<file path="src/rtl/wb_project_mux_pkg.sv">
// wb_project_mux_pkg
//   Shared types and constants for the multi-project Wishbone wrapper.
//   state_t       : bus FSM states (IDLE, FWD, CSR_ACK, ERR_ACK)
//   CSR_EN_BIT    : control register enable bit
//   CSR_ERR_BIT   : control register timeout sticky bit (write-1-to-clear)
//   ERR_DATA      : read data returned on an error ack
package wb_project_mux_pkg;

  typedef enum logic [1:0] {
    IDLE    = 2'd0,
    FWD     = 2'd1,
    CSR_ACK = 2'd2,
    ERR_ACK = 2'd3
  } state_t;

  localparam int          CSR_EN_BIT  = 31;
  localparam int          CSR_ERR_BIT = 30;
  localparam logic [31:0] ERR_DATA    = 32'hDEAD_BEEF;

endpackage

</file>
<file path="src/rtl/wb_timeout_counter.sv">
// wb_timeout_counter
//   Saturating cycle counter used to bound how long a forwarded access may
//   wait for a project ack.
//   clk, rst : clock, synchronous active-high reset
//   clear    : zero the count (has priority over enable)
//   enable   : advance the count by one, saturating at TIMEOUT_CYCLES
//   expired  : count has reached TIMEOUT_CYCLES-1
module wb_timeout_counter #(
  parameter int TIMEOUT_CYCLES = 255
) (
  input  logic clk,
  input  logic rst,
  input  logic clear,
  input  logic enable,
  output logic expired
);

  localparam int CNT_W = $clog2(TIMEOUT_CYCLES + 1);
  localparam logic [CNT_W-1:0] LIMIT = CNT_W'(TIMEOUT_CYCLES - 1);
  localparam logic [CNT_W-1:0] MAX   = CNT_W'(TIMEOUT_CYCLES);

  logic [CNT_W-1:0] cnt;

  always_ff @(posedge clk) begin
    if (rst || clear) begin
      cnt <= '0;
    end else if (enable && (cnt != MAX)) begin
      cnt <= cnt + 1'b1;
    end
  end

  assign expired = (cnt >= LIMIT);

endmodule

</file>
<file path="src/rtl/wb_project_mux.sv">
// wb_project_mux
//   Time-shares the user area among NUM_PROJECTS designs. A Wishbone CSR at
//   CSR_ADDR selects and enables one project; Wishbone, pad, LA and IRQ
//   traffic is routed only to/from that project. Forwarded accesses that are
//   not acked within TIMEOUT_CYCLES end with an error ack (ERR_DATA).
//   Host bus   : wbs_cyc_i/stb_i/we_i/sel_i/adr_i/dat_i -> wbs_ack_o/dat_o
//   Pads/LA    : io_in, la_data_in, la_oenb -> io_out, io_oeb, la_data_out
//   IRQ        : user_irq from the selected project
//   Projects   : proj_active_o (one-hot enable), proj_cyc_o/stb_o (gated),
//                proj_adr_o/dat_o/we_o/sel_o (broadcast), proj_ack_i/dat_i,
//                proj_io_out_i/io_oeb_i/la_out_i/irq_i (flattened, project k
//                at [k*W +: W]), proj_io_in_o/la_in_o/la_oenb_o (broadcast)
//   Debug      : dbg_state exposes the bus FSM state
//
// Handshake: a host request is cyc&stb. Every response is a single-cycle
// wbs_ack_o with wbs_dat_o valid in that same cycle; the host must drop stb
// after the ack, otherwise the held stb is decoded as a fresh access.
module wb_project_mux
  import wb_project_mux_pkg::*;
#(
  parameter int          NUM_PROJECTS   = 4,
  parameter int          SEL_W          = $clog2(NUM_PROJECTS),
  parameter int          TIMEOUT_CYCLES = 255,
  parameter logic [31:0] CSR_ADDR       = 32'h3000_0000,
  parameter int          IO_W           = 38,
  parameter int          LA_W           = 32,
  parameter int          IRQ_W          = 3
) (
  input  logic                          wb_clk_i,
  input  logic                          wb_rst_i,
  input  logic                          wbs_cyc_i,
  input  logic                          wbs_stb_i,
  input  logic                          wbs_we_i,
  input  logic [3:0]                    wbs_sel_i,
  input  logic [31:0]                   wbs_adr_i,
  input  logic [31:0]                   wbs_dat_i,
  output logic                          wbs_ack_o,
  output logic [31:0]                   wbs_dat_o,
  input  logic [IO_W-1:0]               io_in,
  output logic [IO_W-1:0]               io_out,
  output logic [IO_W-1:0]               io_oeb,
  input  logic [LA_W-1:0]               la_data_in,
  input  logic [LA_W-1:0]               la_oenb,
  output logic [LA_W-1:0]               la_data_out,
  output logic [IRQ_W-1:0]              user_irq,
  output logic [NUM_PROJECTS-1:0]       proj_active_o,
  output logic [NUM_PROJECTS-1:0]       proj_cyc_o,
  output logic [NUM_PROJECTS-1:0]       proj_stb_o,
  output logic [31:0]                   proj_adr_o,
  output logic [31:0]                   proj_dat_o,
  output logic                          proj_we_o,
  output logic [3:0]                    proj_sel_o,
  input  logic [NUM_PROJECTS-1:0]       proj_ack_i,
  input  logic [NUM_PROJECTS*32-1:0]    proj_dat_i,
  input  logic [NUM_PROJECTS*IO_W-1:0]  proj_io_out_i,
  input  logic [NUM_PROJECTS*IO_W-1:0]  proj_io_oeb_i,
  input  logic [NUM_PROJECTS*LA_W-1:0]  proj_la_out_i,
  input  logic [NUM_PROJECTS*IRQ_W-1:0] proj_irq_i,
  output logic [IO_W-1:0]               proj_io_in_o,
  output logic [LA_W-1:0]               proj_la_in_o,
  output logic [LA_W-1:0]               proj_la_oenb_o,
  output state_t                        dbg_state
);

  state_t state_q, state_d;

  logic [SEL_W-1:0] sel_q;
  logic             en_q;
  logic             err_q;

  logic             enabled;
  logic [SEL_W-1:0] sel_idx;
  logic             proj_ack_sel;
  logic [31:0]      proj_dat_sel;
  logic [31:0]      csr_rd;
  logic             csr_wr;
  logic             err_set;
  logic             cnt_clear;
  logic             cnt_en;
  logic             expired;
  logic             cyc_stb;
  logic             csr_hit;

  // Out-of-range selects are kept in the register but treated as disabled.
  // sel_idx is forced to 0 in that case so every slice below stays in range.
  assign enabled = en_q && ({1'b0, sel_q} < (SEL_W + 1)'(NUM_PROJECTS));
  assign sel_idx = enabled ? sel_q : '0;

  assign proj_ack_sel = proj_ack_i[sel_idx];
  assign proj_dat_sel = proj_dat_i[sel_idx*32 +: 32];

  assign cyc_stb = wbs_cyc_i & wbs_stb_i;
  assign csr_hit = (wbs_adr_i == CSR_ADDR);

  assign proj_active_o = enabled ? ({{(NUM_PROJECTS-1){1'b0}}, 1'b1} << sel_idx)
                                 : '0;

  // Broadcast request and input copies.
  assign proj_adr_o     = wbs_adr_i;
  assign proj_dat_o     = wbs_dat_i;
  assign proj_we_o      = wbs_we_i;
  assign proj_sel_o     = wbs_sel_i;
  assign proj_io_in_o   = io_in;
  assign proj_la_in_o   = la_data_in;
  assign proj_la_oenb_o = la_oenb;

  assign dbg_state = state_q;

  always_comb begin
    csr_rd              = '0;
    csr_rd[SEL_W-1:0]   = sel_q;
    csr_rd[CSR_ERR_BIT] = err_q;
    csr_rd[CSR_EN_BIT]  = en_q;
  end

  wb_timeout_counter #(
    .TIMEOUT_CYCLES(TIMEOUT_CYCLES)
  ) u_timeout (
    .clk     (wb_clk_i),
    .rst     (wb_rst_i),
    .clear   (cnt_clear),
    .enable  (cnt_en),
    .expired (expired)
  );

  always_ff @(posedge wb_clk_i) begin
    if (wb_rst_i) begin
      state_q <= IDLE;
    end else begin
      state_q <= state_d;
    end
  end

  // The decode cycle in IDLE already counts toward the timeout, so the error
  // ack lands in cycle TIMEOUT_CYCLES+1 of the strobe.
  always_comb begin
    state_d    = state_q;
    wbs_ack_o  = 1'b0;
    wbs_dat_o  = '0;
    proj_cyc_o = '0;
    proj_stb_o = '0;
    cnt_clear  = 1'b0;
    cnt_en     = 1'b0;
    csr_wr     = 1'b0;
    err_set    = 1'b0;
    unique case (state_q)
      IDLE: begin
        if (cyc_stb) begin
          cnt_en = 1'b1;
          if (csr_hit)      state_d = CSR_ACK;
          else if (enabled) state_d = FWD;
          else              state_d = ERR_ACK;
        end else begin
          cnt_clear = 1'b1;
        end
      end
      FWD: begin
        proj_cyc_o[sel_idx] = wbs_cyc_i;
        proj_stb_o[sel_idx] = wbs_stb_i;
        wbs_dat_o           = proj_dat_sel;
        wbs_ack_o           = wbs_cyc_i & proj_ack_sel;
        if (!wbs_cyc_i || proj_ack_sel) begin
          state_d   = IDLE;
          cnt_clear = 1'b1;
        end else if (expired) begin
          state_d = ERR_ACK;
        end else begin
          cnt_en = 1'b1;
        end
      end
      CSR_ACK: begin
        wbs_ack_o = 1'b1;
        wbs_dat_o = csr_rd;
        csr_wr    = wbs_cyc_i & wbs_we_i;
        cnt_clear = 1'b1;
        state_d   = IDLE;
      end
      ERR_ACK: begin
        wbs_ack_o = 1'b1;
        wbs_dat_o = ERR_DATA;
        err_set   = 1'b1;
        cnt_clear = 1'b1;
        state_d   = IDLE;
      end
      default: state_d = IDLE;
    endcase
  end

  // Sticky set takes priority over a simultaneous write-1-to-clear.
  always_ff @(posedge wb_clk_i) begin
    if (wb_rst_i) begin
      sel_q <= '0;
      en_q  <= 1'b0;
      err_q <= 1'b0;
    end else begin
      if (csr_wr && wbs_sel_i[0]) sel_q <= wbs_dat_i[SEL_W-1:0];
      if (csr_wr && wbs_sel_i[3]) en_q  <= wbs_dat_i[CSR_EN_BIT];
      if (err_set) begin
        err_q <= 1'b1;
      end else if (csr_wr && wbs_sel_i[3] && wbs_dat_i[CSR_ERR_BIT]) begin
        err_q <= 1'b0;
      end
    end
  end

  // Pad/LA/IRQ mux; a disabled core parks the pads as inputs.
  always_comb begin
    io_out      = '0;
    io_oeb      = '1;
    la_data_out = '0;
    user_irq    = '0;
    if (enabled) begin
      io_out      = proj_io_out_i[sel_idx*IO_W +: IO_W];
      io_oeb      = proj_io_oeb_i[sel_idx*IO_W +: IO_W];
      la_data_out = proj_la_out_i[sel_idx*LA_W +: LA_W];
      user_irq    = proj_irq_i[sel_idx*IRQ_W +: IRQ_W];
    end
  end

endmodule

</file>
<file path="config.mk">
export PLATFORM = sky130hd
export DESIGN_NAME = wb_project_mux
export DESIGN_NICKNAME = d
export VERILOG_FILES = /design/src/rtl/wb_project_mux_pkg.sv /design/src/rtl/wb_timeout_counter.sv /design/src/rtl/wb_project_mux.sv
export SDC_FILE = /design/constraint.sdc
export NUM_CORES = 1
export LEC_CHECK = 0
export BUFFER_PORTS_ARGS = -buffer_cell sky130_fd_sc_hd__buf_2
export CAP_MARGIN = 20
export CORE_AREA = 2 2 424 426
export DETAILED_ROUTE_END_ITERATION = 10
export DIE_AREA = 0 0 426 428
export GPL_ROUTABILITY_DRIVEN = 0
export SYNTH_ARGS = -nofsm -noshare
export SYNTH_HDL_FRONTEND = slang
export SYNTH_HIERARCHICAL = 1
export SYNTH_SLANG_ARGS = --single-unit
</file>
<file path="constraint.sdc">
create_clock -name wb_clk_i -period 3.2 [get_ports wb_clk_i]
set_clock_uncertainty 0.05 [all_clocks]
set_input_delay 0 -clock wb_clk_i [delete_from_list [all_inputs] [get_ports wb_clk_i]]
set_output_delay 0 -clock wb_clk_i [all_outputs]
set_load 0.02 [all_outputs]
</file>
# Yosys cells after proc, flatten, opt, wreduce, memory -nomap -nowiden
# Cells that the tools add are included.
# totals
ff_bits	14
latch_bits	0
ram_bits	0
rom_bits	0
output_inout_bits	329
elab_cells	72
memories	0
# op_classes
add_sub_neg	1
n_mul	2
div	0
n_lt_le_gt_ge	3
n_eq_ne	7
n_shift	6
mux	31
bitwise_logic	5
reduce_logical	12
# op_table
cell	count
$shiftx A152 B9 Y38	2
$shiftx A128 B8 Y32	2
$pmux W32 S3	1
$mux W38	2
$eq A32 B30 Y1 const B	1
$mux W32	1
$mux W2	6
$mux W4	3
$shiftx A12 B5 Y3	1
$mux W1	11
$add A8 B1 Y8 const B	1
$and A4 B4 Y4	2
$ge A8 B8 Y1 const B	1
$ne A8 B8 Y1 const B	1
$mul A2 B5 Y7 const B	1
$pmux W2 S3	1
$logic_and A1 B1 Y1	5
$eq A2 B2 Y1 const B	2
$mul A2 B2 Y4 const B	1
$pmux W1 S2	2
$shl A1 B2 Y4 const A	1
$and A1 B1 Y1	3
$lt A2 B3 Y1 const B	1
$mux W3	1
other kinds (13)	14

# Longest topological paths before layout
# depth
ltp_word	7
mapped_depth	9
mapped_depth_nobuf	7

# Cells and area by module
# The synthesis kept the hierarchy.
# by_module_without_submodules
mod	n_inst	cells_each	area_per_inst_um2	seq_area_each_um2
wb_project_mux	1	652	6259.8	120.1
wb_timeout_counter	1	52	450.4	160.2

# Worst setup path after synthesis
# No wires, ideal clock.
# synth_path
path_kind	flip-flop to flip-flop
startpoint	reg sel_q[0]
endpoint	reg u_timeout.cnt[7]
arrival_ns	2.271
t_required_ns	3.034
slack_ns	0.763
path_stages_with_launch	9
n_path_buf	1
path_cell_list	dfxtp_1 buf_6 mux2_2 a22oi_1 o21ai_0 o32ai_1 nand3_2 or4_1 o211a_1
# synth_between
elab_chain_cells	7
# synth_lines
item	line	source
start: declaration	wb_project_mux.sv:67	logic [SEL_W-1:0] sel_q;
start signal: assignment	wb_project_mux.sv:196	if (csr_wr && wbs_sel_i[0]) sel_q <= wbs_dat_i[SEL_W-1:0];
$mux W2	wb_project_mux.sv:87	assign sel_idx = enabled ? sel_q : '0;
$bmux W1 S2	wb_project_mux.sv:89	assign proj_ack_sel = proj_ack_i[sel_idx];
$mux W1 (implied by the code)	wb_project_mux.sv:89	
$logic_or A1 B1 Y1	wb_project_mux.sv:162	if (!wbs_cyc_i || proj_ack_sel) begin
$mux W1	wb_project_mux.sv:162	
$pmux W1 S2	wb_project_mux.sv:146	unique case (state_q)
named net cnt_en	wb_project_mux.sv:79	logic cnt_en;
$logic_and A1 B1 Y1	wb_timeout_counter.sv:27	end else if (enable && (cnt != MAX)) begin
end signal: assignment	wb_timeout_counter.sv:28	cnt <= cnt + 1'b1;
end: declaration	wb_timeout_counter.sv:22	logic [CNT_W-1:0] cnt;
# The timed path passes the listed nets, and every way through them passes these cells. The select of a mux whose other input is x is not followed.
# A chain may end at the register's enable or synchronous reset.

# Final worst setup path
# layout_path
startpoint	reg sel_q[0]
endpoint	out wbs_dat_o[29]
# layout_between
elab_chain_cells	3
# layout_lines
item	line	source
$mux W2	wb_project_mux.sv:87	
$shiftx A128 B8 Y32	wb_project_mux.sv:90	assign proj_dat_sel = proj_dat_i[sel_idx*32 +: 32];
$pmux W32 S3	wb_project_mux.sv:146	
end: declaration	wb_project_mux.sv:38	output logic [31:0] wbs_dat_o,
# Every way passes these cells.

==> run metrics <==
Maximum Capacitance Violations=0; Total Negative Setup Slacks=0 ps; number of primary I/O pins=around 1100; number of iterations in the first detailed-routing pass=8; initial antenna violation count=~170; Post-synth EDFFs=0; buffer type at the clock tree root=sky130_fd_sc_hd__clkbuf_16; CP delay by family, top=simple AND/OR/NAND/NOR gates; count of buffers from port buffering=roughly 820; Die Width=~430 µm; number of nets in the synthesized netlist=about 1500; leakage power total=around 5.4 nW; data required time at the worst endpoint=approximately 3200 ps; slowest cell on the critical path=sky130_fd_sc_hd__nor2b_1; Post-Syn Area per Cell=9.53 µm²; max-slew violation count=0; average wire per cell in the routed design=roughly 30 µm; Total Wirelength=roughly 110000 µm; most common cell after layout, fill and taps aside=sky130_fd_sc_hd__buf_2; H-tree depth reported by CTS=1; sinks on the clock net=14; post-synthesis register bit count=14; unrepaired setup endpoints after global routing=false; sequential share of the synthesized area=~4.2%; gr ovfl total=0; layout-stage area growth over the synthesis result=106%; synth warn=6; number of buffers created by CTS=3; Gate Count Post-Synth=704; initial core utilization=~3.8%; Residual DRC=0; Max Fanout on Critical Path=41; number of placement rows=155; final hold viol count=0; Die Height=about 430 µm; Crit Path Class=reg2out; maximum clock path buffer count=2; Arrival @ worst endpoint=between 3000 and 4000 ps; highest cell delay on the worst timing path=around 680 ps; post-route minimum period=3090 ps; result of the run=finished clean; Core ar.=approximately 0.18 mm²; number of nets at the end of the flow=roughly 2200; share of synthesized flip-flops with an asynchronous set or reset=0%; summed instance area of the synthesized netlist=around 0.0067 mm²; via count of the first global-routing pass=between 9000 and 10000; clock tree from TritonCTS=yes; Peak supply drop=0.000115 V; fraction of layout cells with a size suffix above 1=about 70%; buffer and inverter count on the worst path=3; most instantiated flip-flop cell in the synthesis netlist=sky130_fd_sc_hd__dfxtp_1; number of antenna-violating nets in the routed design=0; largest net degree at the start of global routing=around 90; endpoint kind of the worst setup timing path=output port; total setup violations reported at the end of the flow=0; Setup crit start kind=register; wire length of the first global-routing pass=around 130000 µm; commonest cells after routing, fill and taps aside=sky130_fd_sc_hd__buf_2 (815), sky130_fd_sc_hd__dlygate4sd3_1 (133), sky130_fd_sc_hd__mux4_2 (111); power consumption=~1.7 mW; kind of path behind the tightest hold check=in2reg; post-CTS clock slew at the launch and capture registers of the worst setup and hold paths=~40 ps; filler cell count=20900; Power Density=123 mW/mm²; die area=roughly 0.18 mm²; overall global routing resource usage=between 10% and 20%; number of vias after detailed routing=between 10000 and 15000; Relative slew margins=~44%; series of cell instances along the critical path=buf_4, nor2b_1, nand2_1, inv_2, a22oi_1, a21oi_1, buf_2; period utilization=between 90% and 100%; number of vias per cell=roughly 2.8; final HPWL from detailed placement=around 100000 µm; achievable clock frequency=roughly 0.32 GHz; Worst Tran Pin Value=around 840 ps; post-synthesis cell type count=just under 50; Initial DRC Count=about 1300; clock insertion delay at the later pin of the skew report=240 ps
## layer usage
metal	GRT usage, %	wire [µm]	vias up	part of all wire (%)
li1	-	-	4053	-
met1	12.6	39800	5262	35
met2	20.3	55400	1257	48
met3	5.94	14700	323	13
met4	2.10	3430	44	3.0
met5	2.33	1020	-	0.89
## worst min-delay path, stage by stage
cell                      delay, ps
sky130_fd_sc_hd__buf_2          130
sky130_fd_sc_hd__nand3_1         80
sky130_fd_sc_hd__a21oi_1         50
## synth_stat cells, types with 17 or more instances
cell type                  count  area (µm²)
sky130_fd_sc_hd__a22oi_1      21         158
sky130_fd_sc_hd__and2_1       73         457
sky130_fd_sc_hd__a22o_1       24         210
sky130_fd_sc_hd__nand2_1      20        75.1
sky130_fd_sc_hd__mux4_2      111        2500
sky130_fd_sc_hd__mux2_2       19         214
sky130_fd_sc_hd__buf_4       173        1300
sky130_fd_sc_hd__clkbuf_1     22        82.6
sky130_fd_sc_hd__a221oi_1     17         149
sky130_fd_sc_hd__nand2b_1     39         244
sky130_fd_sc_hd__a21oi_1      23         115
sky130_fd_sc_hd__buf_2        28         140
sky130_fd_sc_hd__nor2_1       27         101
## cell type report
class                           instances  area [µm²]  share of cell area [%]
Clock inverter                          1        3.75                  0.0271
Sequential cell                        14         293                    2.12
Inverter                                7        26.3                   0.190
Antenna cell                           58         145                    1.05
Clock buffer                            3        75.1                   0.543
Tap cell                             2355        2950                    21.3
Multi-Input combinational cell        449        4780                    34.6
Timing Repair Buffer                  963        5560                    40.2
## power breakdown
group          switching [mW]  internal, mW  total [mW]
sequential            0.00191         0.175       0.177
combinational           0.728         0.567        1.30
clock                  0.0684         0.165       0.233
total                   0.798         0.907        1.71
## registers in the layout, indices dropped and copies added (netlist names)
register	count
u_timeout/cnt	8
dbg_state	2
sel_q	2
en_q	1
err_q	1
## final timing paths
path,start,endpoint,slack [ps],cells past startpoint
max reg2reg,sel_q[0],u_timeout/cnt[7],520,7
min,wbs_sel_i[0],sel_q[1],10,3
min reg2reg,err_q,err_q,450,2
max,sel_q[0],wbs_dat_o[29],110,7
## logic make-up (layout without fill, tap and decap cells)
group / count (synthesis) / in the layout / share of synthesized area, %
adders and majority gates: 2 / 2 / 0.373
DFF: 14 / 14 / 4.18
muxes: 133 / 133 / 40.9
other: 0 / 58 / 0
AOI/OAI and AO/OA: 116 / 116 / 12.9
buffers and inverters: 241 / 974 / 24.7
and+or+nand+nor: 198 / 198 / 16.9
## through the flow
| stage | hold WS (ps) | util (%) | setup WS, ps | area, µm² | instances |
|---|---|---|---|---|---|
| 2_1_floorplan | 19.1 | - | 763 | 6710 | 704 |
| 5_1_grt | 33.5 | 7.75 | 54.6 | 13800 | 3822 |
| 6_report | 12.2 | 7.79 | 106 | 13800 | 3850 |
| 3_5_place_dp | -49.9 | 6.91 | 445 | 12300 | 3655 |
| 3_3_place_gp | -49.9 | 6.91 | 431 | 12300 | 3655 |
| 4_1_cts | 8.72 | 7.70 | 179 | 13700 | 3792 |
## what timing repair did
action / in CTS / in global routing
hold endpoints to repair: 133 / 0
hold buffers: 133 / 0
resized for setup: 0 / 0
setup buffers: 0 / 0
setup endpoints to repair: 0 / 0
(Power assumes the default switching activity.)
